$ cat src/rtl/uart_tx_fifo.sv
// UART transmitter with internal baud divider, configurable frame format and a
// small input FIFO. Frames are sent back to back while the FIFO has data.
module uart_tx_fifo #(
  parameter int unsigned CLKS_PER_BIT = 16,
  parameter int unsigned DATA_BITS    = 8,
  parameter int unsigned PARITY       = 0,
  parameter int unsigned STOP_BITS    = 1,
  parameter int unsigned FIFO_DEPTH   = 4
) (
  input  logic                 clk_s,
  input  logic                 rst,
  input  logic                 send,
  input  logic [DATA_BITS-1:0] data_in,
  output logic                 busy,
  output logic                 full,
  output logic                 overrun,
  output logic                 tx,
  output logic                 led_tx
);

  localparam int unsigned PtrW = $clog2(FIFO_DEPTH);
  localparam int unsigned CntW = PtrW + 1;
  localparam int unsigned DivW = (CLKS_PER_BIT > 1) ? $clog2(CLKS_PER_BIT) : 1;

  localparam logic [DivW-1:0] DivLast  = DivW'(CLKS_PER_BIT - 1);
  localparam logic [3:0]      DataLast = 4'(DATA_BITS - 1);
  localparam logic [3:0]      StopLast = 4'(STOP_BITS - 1);
  localparam logic            OddPar   = (PARITY == 1);

  typedef enum logic [2:0] {StIdle, StStart, StData, StPar, StStop} state_e;

  // FIFO storage and bookkeeping
  logic [DATA_BITS-1:0] mem [FIFO_DEPTH];
  logic [PtrW-1:0]      wr_ptr_q, rd_ptr_q;
  logic [CntW-1:0]      count_q;
  logic                 overrun_q;
  logic                 push, pop, fifo_nonempty;
  logic [DATA_BITS-1:0] head;

  // Transmit FSM state
  state_e               state_q, state_d;
  logic [DivW-1:0]      div_q, div_d;
  logic [3:0]           bit_cnt_q, bit_cnt_d;
  logic [DATA_BITS-1:0] shift_q, shift_d;
  logic                 par_q, par_d;
  logic                 tx_q, tx_d;
  logic                 bit_end;

  // full reflects the count before the edge, so a write while full is dropped
  // even when a pop happens on the same edge.
  assign full          = (count_q == CntW'(FIFO_DEPTH));
  assign fifo_nonempty = (count_q != '0);
  assign push          = send & ~full;
  assign head          = mem[rd_ptr_q];

  // FIFO storage write
  always_ff @(posedge clk_s) begin
    if (push) mem[wr_ptr_q] <= data_in;
  end

  // FIFO pointers, occupancy count and overrun pulse
  always_ff @(posedge clk_s) begin
    if (rst) begin
      wr_ptr_q  <= '0;
      rd_ptr_q  <= '0;
      count_q   <= '0;
      overrun_q <= 1'b0;
    end else begin
      overrun_q <= send & full;
      if (push) wr_ptr_q <= wr_ptr_q + 1'b1;
      if (pop)  rd_ptr_q <= rd_ptr_q + 1'b1;
      case ({push, pop})
        2'b10:   count_q <= count_q + 1'b1;
        2'b01:   count_q <= count_q - 1'b1;
        default: count_q <= count_q;
      endcase
    end
  end

  // FSM and datapath registers
  always_ff @(posedge clk_s) begin
    if (rst) begin
      state_q   <= StIdle;
      div_q     <= '0;
      bit_cnt_q <= '0;
      shift_q   <= '0;
      par_q     <= 1'b0;
      tx_q      <= 1'b1;
    end else begin
      state_q   <= state_d;
      div_q     <= div_d;
      bit_cnt_q <= bit_cnt_d;
      shift_q   <= shift_d;
      par_q     <= par_d;
      tx_q      <= tx_d;
    end
  end

  // Next-state logic; tx is registered so each value is set on the edge that
  // enters its bit slot.
  always_comb begin
    state_d   = state_q;
    div_d     = div_q;
    bit_cnt_d = bit_cnt_q;
    shift_d   = shift_q;
    par_d     = par_q;
    tx_d      = tx_q;
    pop       = 1'b0;
    bit_end   = (div_q == DivLast);
    if (state_q != StIdle) div_d = bit_end ? '0 : div_q + 1'b1;

    unique case (state_q)
      StIdle: begin
        tx_d = 1'b1;
        if (fifo_nonempty) begin
          pop     = 1'b1;
          state_d = StStart;
          div_d   = '0;
          shift_d = head;
          par_d   = (^head) ^ OddPar;
          tx_d    = 1'b0;
        end
      end
      StStart: begin
        if (bit_end) begin
          state_d   = StData;
          bit_cnt_d = '0;
          tx_d      = shift_q[0];
          shift_d   = shift_q >> 1;
        end
      end
      StData: begin
        if (bit_end) begin
          if (bit_cnt_q == DataLast) begin
            bit_cnt_d = '0;
            if (PARITY != 0) begin
              state_d = StPar;
              tx_d    = par_q;
            end else begin
              state_d = StStop;
              tx_d    = 1'b1;
            end
          end else begin
            bit_cnt_d = bit_cnt_q + 1'b1;
            tx_d      = shift_q[0];
            shift_d   = shift_q >> 1;
          end
        end
      end
      StPar: begin
        if (bit_end) begin
          state_d   = StStop;
          bit_cnt_d = '0;
          tx_d      = 1'b1;
        end
      end
      StStop: begin
        if (bit_end) begin
          if (bit_cnt_q == StopLast) begin
            bit_cnt_d = '0;
            // Chain straight into the next frame when data is waiting.
            if (fifo_nonempty) begin
              pop     = 1'b1;
              state_d = StStart;
              div_d   = '0;
              shift_d = head;
              par_d   = (^head) ^ OddPar;
              tx_d    = 1'b0;
            end else begin
              state_d = StIdle;
              tx_d    = 1'b1;
            end
          end else begin
            bit_cnt_d = bit_cnt_q + 1'b1;
          end
        end
      end
      default: begin
        state_d = StIdle;
        tx_d    = 1'b1;
      end
    endcase
  end

  assign tx      = tx_q;
  assign overrun = overrun_q;
  assign led_tx  = (state_q != StIdle);
  assign busy    = fifo_nonempty | (state_q != StIdle);

endmodule
$ cat config.mk
export PLATFORM = sky130hd
export DESIGN_NAME = uart_tx_fifo
export DESIGN_NICKNAME = d
export VERILOG_FILES = /design/src/rtl/uart_tx_fifo.sv
export SDC_FILE = /design/constraint.sdc
export NUM_CORES = 1
export LEC_CHECK = 0
export CAP_MARGIN = 15
export CORE_MARGIN = 2
export CORE_UTILIZATION = 59
export DETAILED_ROUTE_END_ITERATION = 16
export GPL_TIMING_DRIVEN = 0
export PLACE_DENSITY = 0.89
export SKIP_LAST_GASP = 1
export SLEW_MARGIN = 5
export SYNTH_ARGS = -nofsm -noshare
export SYNTH_HDL_FRONTEND = slang
export SYNTH_SLANG_ARGS = --single-unit
$ cat constraint.sdc
create_clock -name clk_s -period 3 [get_ports clk_s]
set_input_delay 0.45 -clock clk_s [delete_from_list [all_inputs] [get_ports clk_s]]
set_output_delay 0.45 -clock clk_s [all_outputs]
set_load 0.03 [all_outputs]
==> flow_metrics.tcl, run 1 <==
set metrics [dict create \
    drtAntennaViolNets 0 \
    floorplan.die.height_um 73.35 \
    die_area_um2 5380 \
    fin_tns_setup_ps 0 \
    yosys.cell_types.count 49 \
    crit_slowest_cell "or3b_4" \
    finalCriticalPeriod_ps 2785 \
    synth_flop_cell "edfxtp_1" \
    result_of_the_run "finished, final reports clean" \
    number_of_cells_on_the_worst_reg_to_reg_path 12 \
    finalSetupViolations 0 \
    timing_worst_setup_path_type "register to register" \
    n_antenna_cell 0 \
    relSlewSlack_pct 58.68 \
    mostFrequentLayoutCell "edfxtp_1" \
    finalClockSkew_ps 5.052 \
    power.leakage_nw 1.236 \
    peak_supply_drop_v 0.0007375 \
    via_density_per_instance 5.630 \
    pin_count 16 \
    reg_to_reg_critical_path_endpoint "count_q[2]" \
    post-route-drc-count 0 \
    post_layout_nonfiller_instances 311 \
    fillers 313 \
    synthesis.area_per_instance_um2 12.50 \
    rsz0062_at_grt "no" \
    met2WireLength_um 2541 \
    critPathRequiredTime_ps 3270 \
    global_route.usage.total_pct 21.76 \
    drt-wirelength-per-cell_um 16.35 \
    ctsLongestPathBuffers 2 \
    syn2layout_area_growth_pct 15.04 \
    cts_buffers 9 \
    area_occupied_by_multi_input_gates_um2 1155 \
    yosys_warnings 0 \
    antenna_found_initial 0 \
    grt_pass1_wl_um 8383 \
    cts.sink_count 62 \
    crit-reg2reg-launch "bit_cnt_q[0]" \
    initial_core_util_pct 60.48 \
    mappedNetlistArea_um2 2838 \
    synthesis.instances 227 \
    worst_hold_path_type "register to register" \
    sum_of_overflow_across_all_layers_after_global_routing 0 \
    half_perimeter_wire_length_of_the_detailed_placement_result_um 3455 \
    num-nets-final 272 \
    critPathMaxStageDelay_ps 390 \
    sequential_cell_area_um2 1562 \
    via_count 1751 \
    core_um2 4692 \
    proportion_of_layout_cells_with_a_drive_suffix_above_1_pct 19.07 \
    cp-start-kind "register" \
    maxCapViolations 0 \
    fmax_ghz 0.3591 \
    placement_rows 25 \
    min_path_cells 2 \
    timing_hold_violations_final 0 \
    portBuffers 14 \
    wl_met3_um 228 \
    timing.critical_path.to_type "register" \
    hold_path_sink "div_q[1]" \
    clkTransAtPathRegs_ps 70 \
    critPathArrivalTime_ps 3050 \
    detail_route.wirelength.met1_um 2213 \
    hp-start "div_q[1]" \
    postSynthNetCount 247 \
    clock_insertion_delay_worst_skew_ps 330 \
    final_core_utilization_pct 69.57 \
    worstPathBufferInverterCount 3 \
    r2r_setup_slack_ps 220 \
    synth.yosys.seq_area_share_pct 55.03 \
    holdBufCountCts 0 \
    highest-signal-layer "met4" \
    pin_count_of_the_biggest_net_entering_global_routing 12 \
    detailedRoute.firstIterationViolations 115 \
    postSynth.asyncResetShare_pct 0 \
    max_slew_violation_count 0 \
    power_density_nw_per_um2 896.5 \
    cts_root_buf "clkbuf_8" \
    min_period_over_period_pct 92.83 \
    die_x_um 73.35 \
    cts_tree "done" \
    drt-pass1-iter-count 4 \
    critPathMostFrequentCell "inv_1" \
    h-tree-depth 3 \
    yosys_register_bits 62 \
    final_cell_area_um2 3264 \
    detail_route.wirelength_um 5086 \
    routabilityCongestion 0.8650 \
    critical_path.top_delay_family "simple AND/OR/NAND/NOR gates" \
    dpl.cell_count 295 \
    placedInstanceArea_um2 3045 \
    tightestPinTransition_ps 615.0 \
    via_count_of_the_first_global_routing_pass 1744 \
    crit_path_max_fanout 5 \
    final_cell_mix "32 x edfxtp_1, 30 x dfxtp_1, 24 x nor2_1" \
    synth_enable_flop_cells 32 \
    cell_breakdown_of_the_critical_path "inv_1, ha_1, or3b_4, o21ai_0, nand3_2, inv_1, ha_1, inv_1, fa_1, xor2_1, or3_1, a21oi_1" \
]
-- power breakdown --
| group | leakage, nW | switching (mW) | internal (mW) | total [mW] |
|---|---|---|---|---|
| logic | 0.592 | 0.541 | 0.459 | 0.999 |
| registers | 0.539 | 0.0807 | 1.06 | 1.14 |
| clock network | 0.106 | 0.324 | 0.466 | 0.791 |
| total | 1.24 | 0.946 | 1.98 | 2.93 |
-- how the worst max path moves through the flow --
stage,from,cells after the start,slack (ps),endpoint
finish,bit_cnt_q[0],12,220,count_q[2]
global route,bit_cnt_q[0],12,30,count_q[2]
CTS,bit_cnt_q[0],12,210,count_q[2]
detailed placement,bit_cnt_q[0],12,230,count_q[2]
global placement,bit_cnt_q[0],12,290,count_q[2]
floorplan,bit_cnt_q[0],12,480,count_q[2]
-- metrics by stage --
step	hold slack [ps]	setup slack (ps)	power [mW]
floorplan	445.0	479.1	1.901
global placement	459.7	289.7	2.086
detailed placement	473.0	228.3	2.134
CTS	482.3	207.7	2.929
global route	501.7	26.60	3.080
finish	483.0	215.1	2.927
-- tightest hold or removal path: cells and delay by family, from the launching register on --
kind             cells  cell delay (ps)
flip-flops           1              330
AO/OA/AOI/OAI        1               50
AND/OR/NAND/NOR      1               60
-- cell families (layout without fill, tap and decap cells) --
logic type      after synthesis  count (layout)  share of synthesized area [%]
mux                          25              25                          12.70
fa+ha+maj                     9               9                          4.233
compound gates               34              34                          8.774
flops                        62              62                          55.03
xor+xnor                      8               8                          2.469
buf+inv                      22              52                          4.453
simple gates                 67              67                          12.35
-- cells in the mapped netlist (2+ instances only) --
library cell | count | area [um2]
edfxtp_1 | 32 | 960.9
dfxtp_1 | 30 | 600.6
nor2_1 | 24 | 90.09
a21oi_1 | 11 | 55.05
inv_1 | 11 | 41.29
nand2_1 | 10 | 37.54
mux2i_1 | 9 | 90.09
o21ai_0 | 9 | 45.04
ha_1 | 8 | 100.1
mux2_2 | 8 | 90.09
mux4_2 | 8 | 180.2
xor2_1 | 6 | 52.55
and3_1 | 5 | 31.28
nand3_1 | 5 | 25.02
clkbuf_1 | 4 | 15.01
nor3_1 | 4 | 20.02
buf_6 | 3 | 33.78
and2_1 | 2 | 12.51
nand2b_1 | 2 | 12.51
nand3_2 | 2 | 20.02
nor2b_1 | 2 | 12.51
o21a_1 | 2 | 15.01
or3_1 | 2 | 12.51
or3b_1 | 2 | 17.52
xnor2_1 | 2 | 17.52
-- final cells by class --
class / count / share of cell area (%)
clock inverters: 6 / 2.645
multi-input cells: 143 / 35.38
inverters: 11 / 1.265
well taps: 54 / 2.070
clock buffers: 10 / 3.910
flip-flops and latches: 62 / 47.83
plain buffers: 11 / 2.606
repair buffers: 14 / 4.293
-- per-layer routing --
| metal | GRT usage [%] | vias up |
|---|---|---|
| met4 | 9.697 | 0 |
| met3 | 7.682 | 8 |
| met5 | 0 | - |
| li1 | - | 870 |
| met1 | 27.11 | 830 |
| met2 | 34.33 | 43 |
-- state kept, by name (all words and copies together) (netlist names), named ones only --
register and flops:
state_q 3, bit_cnt_q 4, rd_ptr_q 2, tx 1, div_q 4, count_q 3
overrun 1, shift_q 8, wr_ptr_q 2, mem 32
-- timing repair --
| action | CTS | global route |
|---|---|---|
| setup buffers | 0 | 0 |
| gates resized for setup | 0 | 1 |
| endpoints found under the setup margin | 0 | 1 |
Power figures use the tool's default switching activity.
==> run 2, diff against run 1 <==
- SLEW_MARGIN: 5 -> default
==> results of run 2 <==
The final DEF is identical to that of run 1; final timing and power are the same.
==> run 3, diff against run 2 <==
- CORE_ASPECT_RATIO: default -> 0.9
- PLACE_DENSITY: 0.89 -> 0.79
- clock period: 3 -> 3.2 ns (I/O delays scaled with it)
==> run 3 against run 2 <==
Sequential share of layout area rose by 0.055 points. Combinational power fell by 7.2%. Power fell by 7.9%. Via count rose by 1.6%. Register-to-register slack improved by 180 ps. Wire length fell by 0.41%. Clock-buffer cell count fell by 1. Worst hold slack improved by 3.1 ps. Critical path depth did not move. Largest power group unchanged. Final area fell by 0.11%.
==> flow_metrics.tcl, run 3 (synthesis results as in run 1) <==
set metrics [dict create \
    grt_pass1_wl_um 8452 \
    final_core_utilization_pct 71.71 \
    floorplan.die.height_um 69.80 \
    drtAntennaViolNets 0 \
    via_density_per_instance 5.577 \
    proportion_of_layout_cells_with_a_drive_suffix_above_1_pct 19.07 \
    routabilityCongestion 0.8192 \
    result_of_the_run "finished, final reports clean" \
    hp-start "tx" \
    critPathArrivalTime_ps 3080 \
    crit_path_max_fanout 5 \
    detailedRoute.firstIterationViolations 81 \
    pin_count 16 \
    mostFrequentLayoutCell "edfxtp_1" \
    post-cts-setup-buffer-count 0 \
    power.leakage_nw 1.228 \
    clock_insertion_delay_worst_skew_ps 340 \
    cts_buffers 9 \
    count_of_instances_resized_after_the_clock_tree_is_built 0 \
    final_cell_mix "32 x edfxtp_1, 30 x dfxtp_1, 24 x nor2_1" \
    crit-reg2reg-launch "bit_cnt_q[0]" \
    timing_worst_setup_path_type "register to register" \
    portBuffers 14 \
    die_x_um 77.11 \
    holdBufCountCts 0 \
    relSlewSlack_pct 53.06 \
    finalSetupViolations 0 \
    die_area_um2 5382 \
    cts.sink_count 62 \
    fin_tns_setup_ps 0 \
    via_count_of_the_first_global_routing_pass 1726 \
    tightestPinTransition_ps 698.8 \
    post-route-drc-count 0 \
    min_period_over_period_pct 87.53 \
    maxCapViolations 0 \
    drt-wirelength-per-cell_um 15.88 \
    finalCriticalPeriod_ps 2801 \
    finalClockSkew_ps 6.067 \
    clkTransAtPathRegs_ps 80 \
    h-tree-depth 3 \
    syn2layout_area_growth_pct 14.90 \
    critPathRequiredTime_ps 3480 \
    cp-start-kind "register" \
    n_antenna_cell 0 \
    largest_register_ffs 32 \
    detail_route.wirelength_um 5065 \
    r2r_setup_slack_ps 400 \
    largest_register "mem" \
    power_density_nw_per_um2 826.7 \
    worst_hold_path_type "register to register" \
    timing.critical_path.to_type "register" \
    global_route.usage.total_pct 20.78 \
    half_perimeter_wire_length_of_the_detailed_placement_result_um 3565 \
    drt-pass1-iter-count 4 \
    initial_core_util_pct 62.41 \
    peak_supply_drop_v 0.0004614 \
    num-nets-final 272 \
    cp-startpoint "bit_cnt_q[0]" \
    reg.largest.list "mem x32, shift_q x8" \
    fmax_ghz 0.3570 \
    ctsLongestPathBuffers 2 \
    max_slew_violation_count 0 \
    via_count 1779 \
    placement_rows 23 \
    pin_count_of_the_biggest_net_entering_global_routing 14 \
    rsz0062_at_grt "no" \
    core_um2 4547 \
    timing_hold_violations_final 0 \
    cts_root_buf "clkbuf_8" \
    antenna_found_initial 0 \
    sum_of_overflow_across_all_layers_after_global_routing 0 \
    cts_tree "done" \
]
[run 3: layout make-up]
cell class / instances / area, um2
Clock inverter: 7 / 81.33
Multi-Input combinational cell: 143 / 1150
Tap cell: 62 / 77.57
Inverter: 11 / 41.29
Timing Repair Buffer: 14 / 140.1
Buffer: 11 / 85.08
Fill cell: 330 / 1286
Clock buffer: 9 / 123.9
Sequential cell: 62 / 1562
[run 3: metal layers]
metal	routed length (um)	global-route usage (%)	part of all wire [%]
met1	2403	27.75	47
met2	2381	31.97	47
met3	224	7.813	4.4
met4	56	5.952	1.1
met5	0	0	0
[run 3: through the flow]
stage / power (mW) / instance area, um2 / worst slack [ps] / std cells / hold slack (ps)
floorplan: 1.782 / 2838 / 679.1 / 227 / 445.0
global placement: 1.961 / 3055 / 469.9 / 303 / 460.1
detailed placement: 2.001 / 3055 / 465.6 / 303 / 475.2
CTS: 2.711 / 3261 / 403.7 / 319 / 488.8
global route: 2.845 / 3261 / 241.3 / 319 / 507.7
finish: 2.696 / 3261 / 399.0 / 319 / 486.1
[run 3: worst paths after layout]
kind         cells past startpoint         end
max                             12  count_q[2]
min                              2          tx
max reg2reg                     12  count_q[2]
min reg2reg                      2          tx
[run 3: report_power, final]
part	switching [mW]	internal [mW]	total [mW]
clock network	0.336	0.368	0.705
logic	0.497	0.429	0.927
registers	0.0751	0.989	1.06
total	0.909	1.79	2.70
[run 3: worst max-delay path, cell delays in order (launching register included)]
cell and delay [ps]:
dfxtp_1 350, inv_1 70, ha_1 120, or3b_4 390, o21ai_0 230, nand3_1 240
inv_1 120, ha_1 190, inv_1 70, fa_1 370, xor2_1 160, or3_1 300
a21oi_1 130
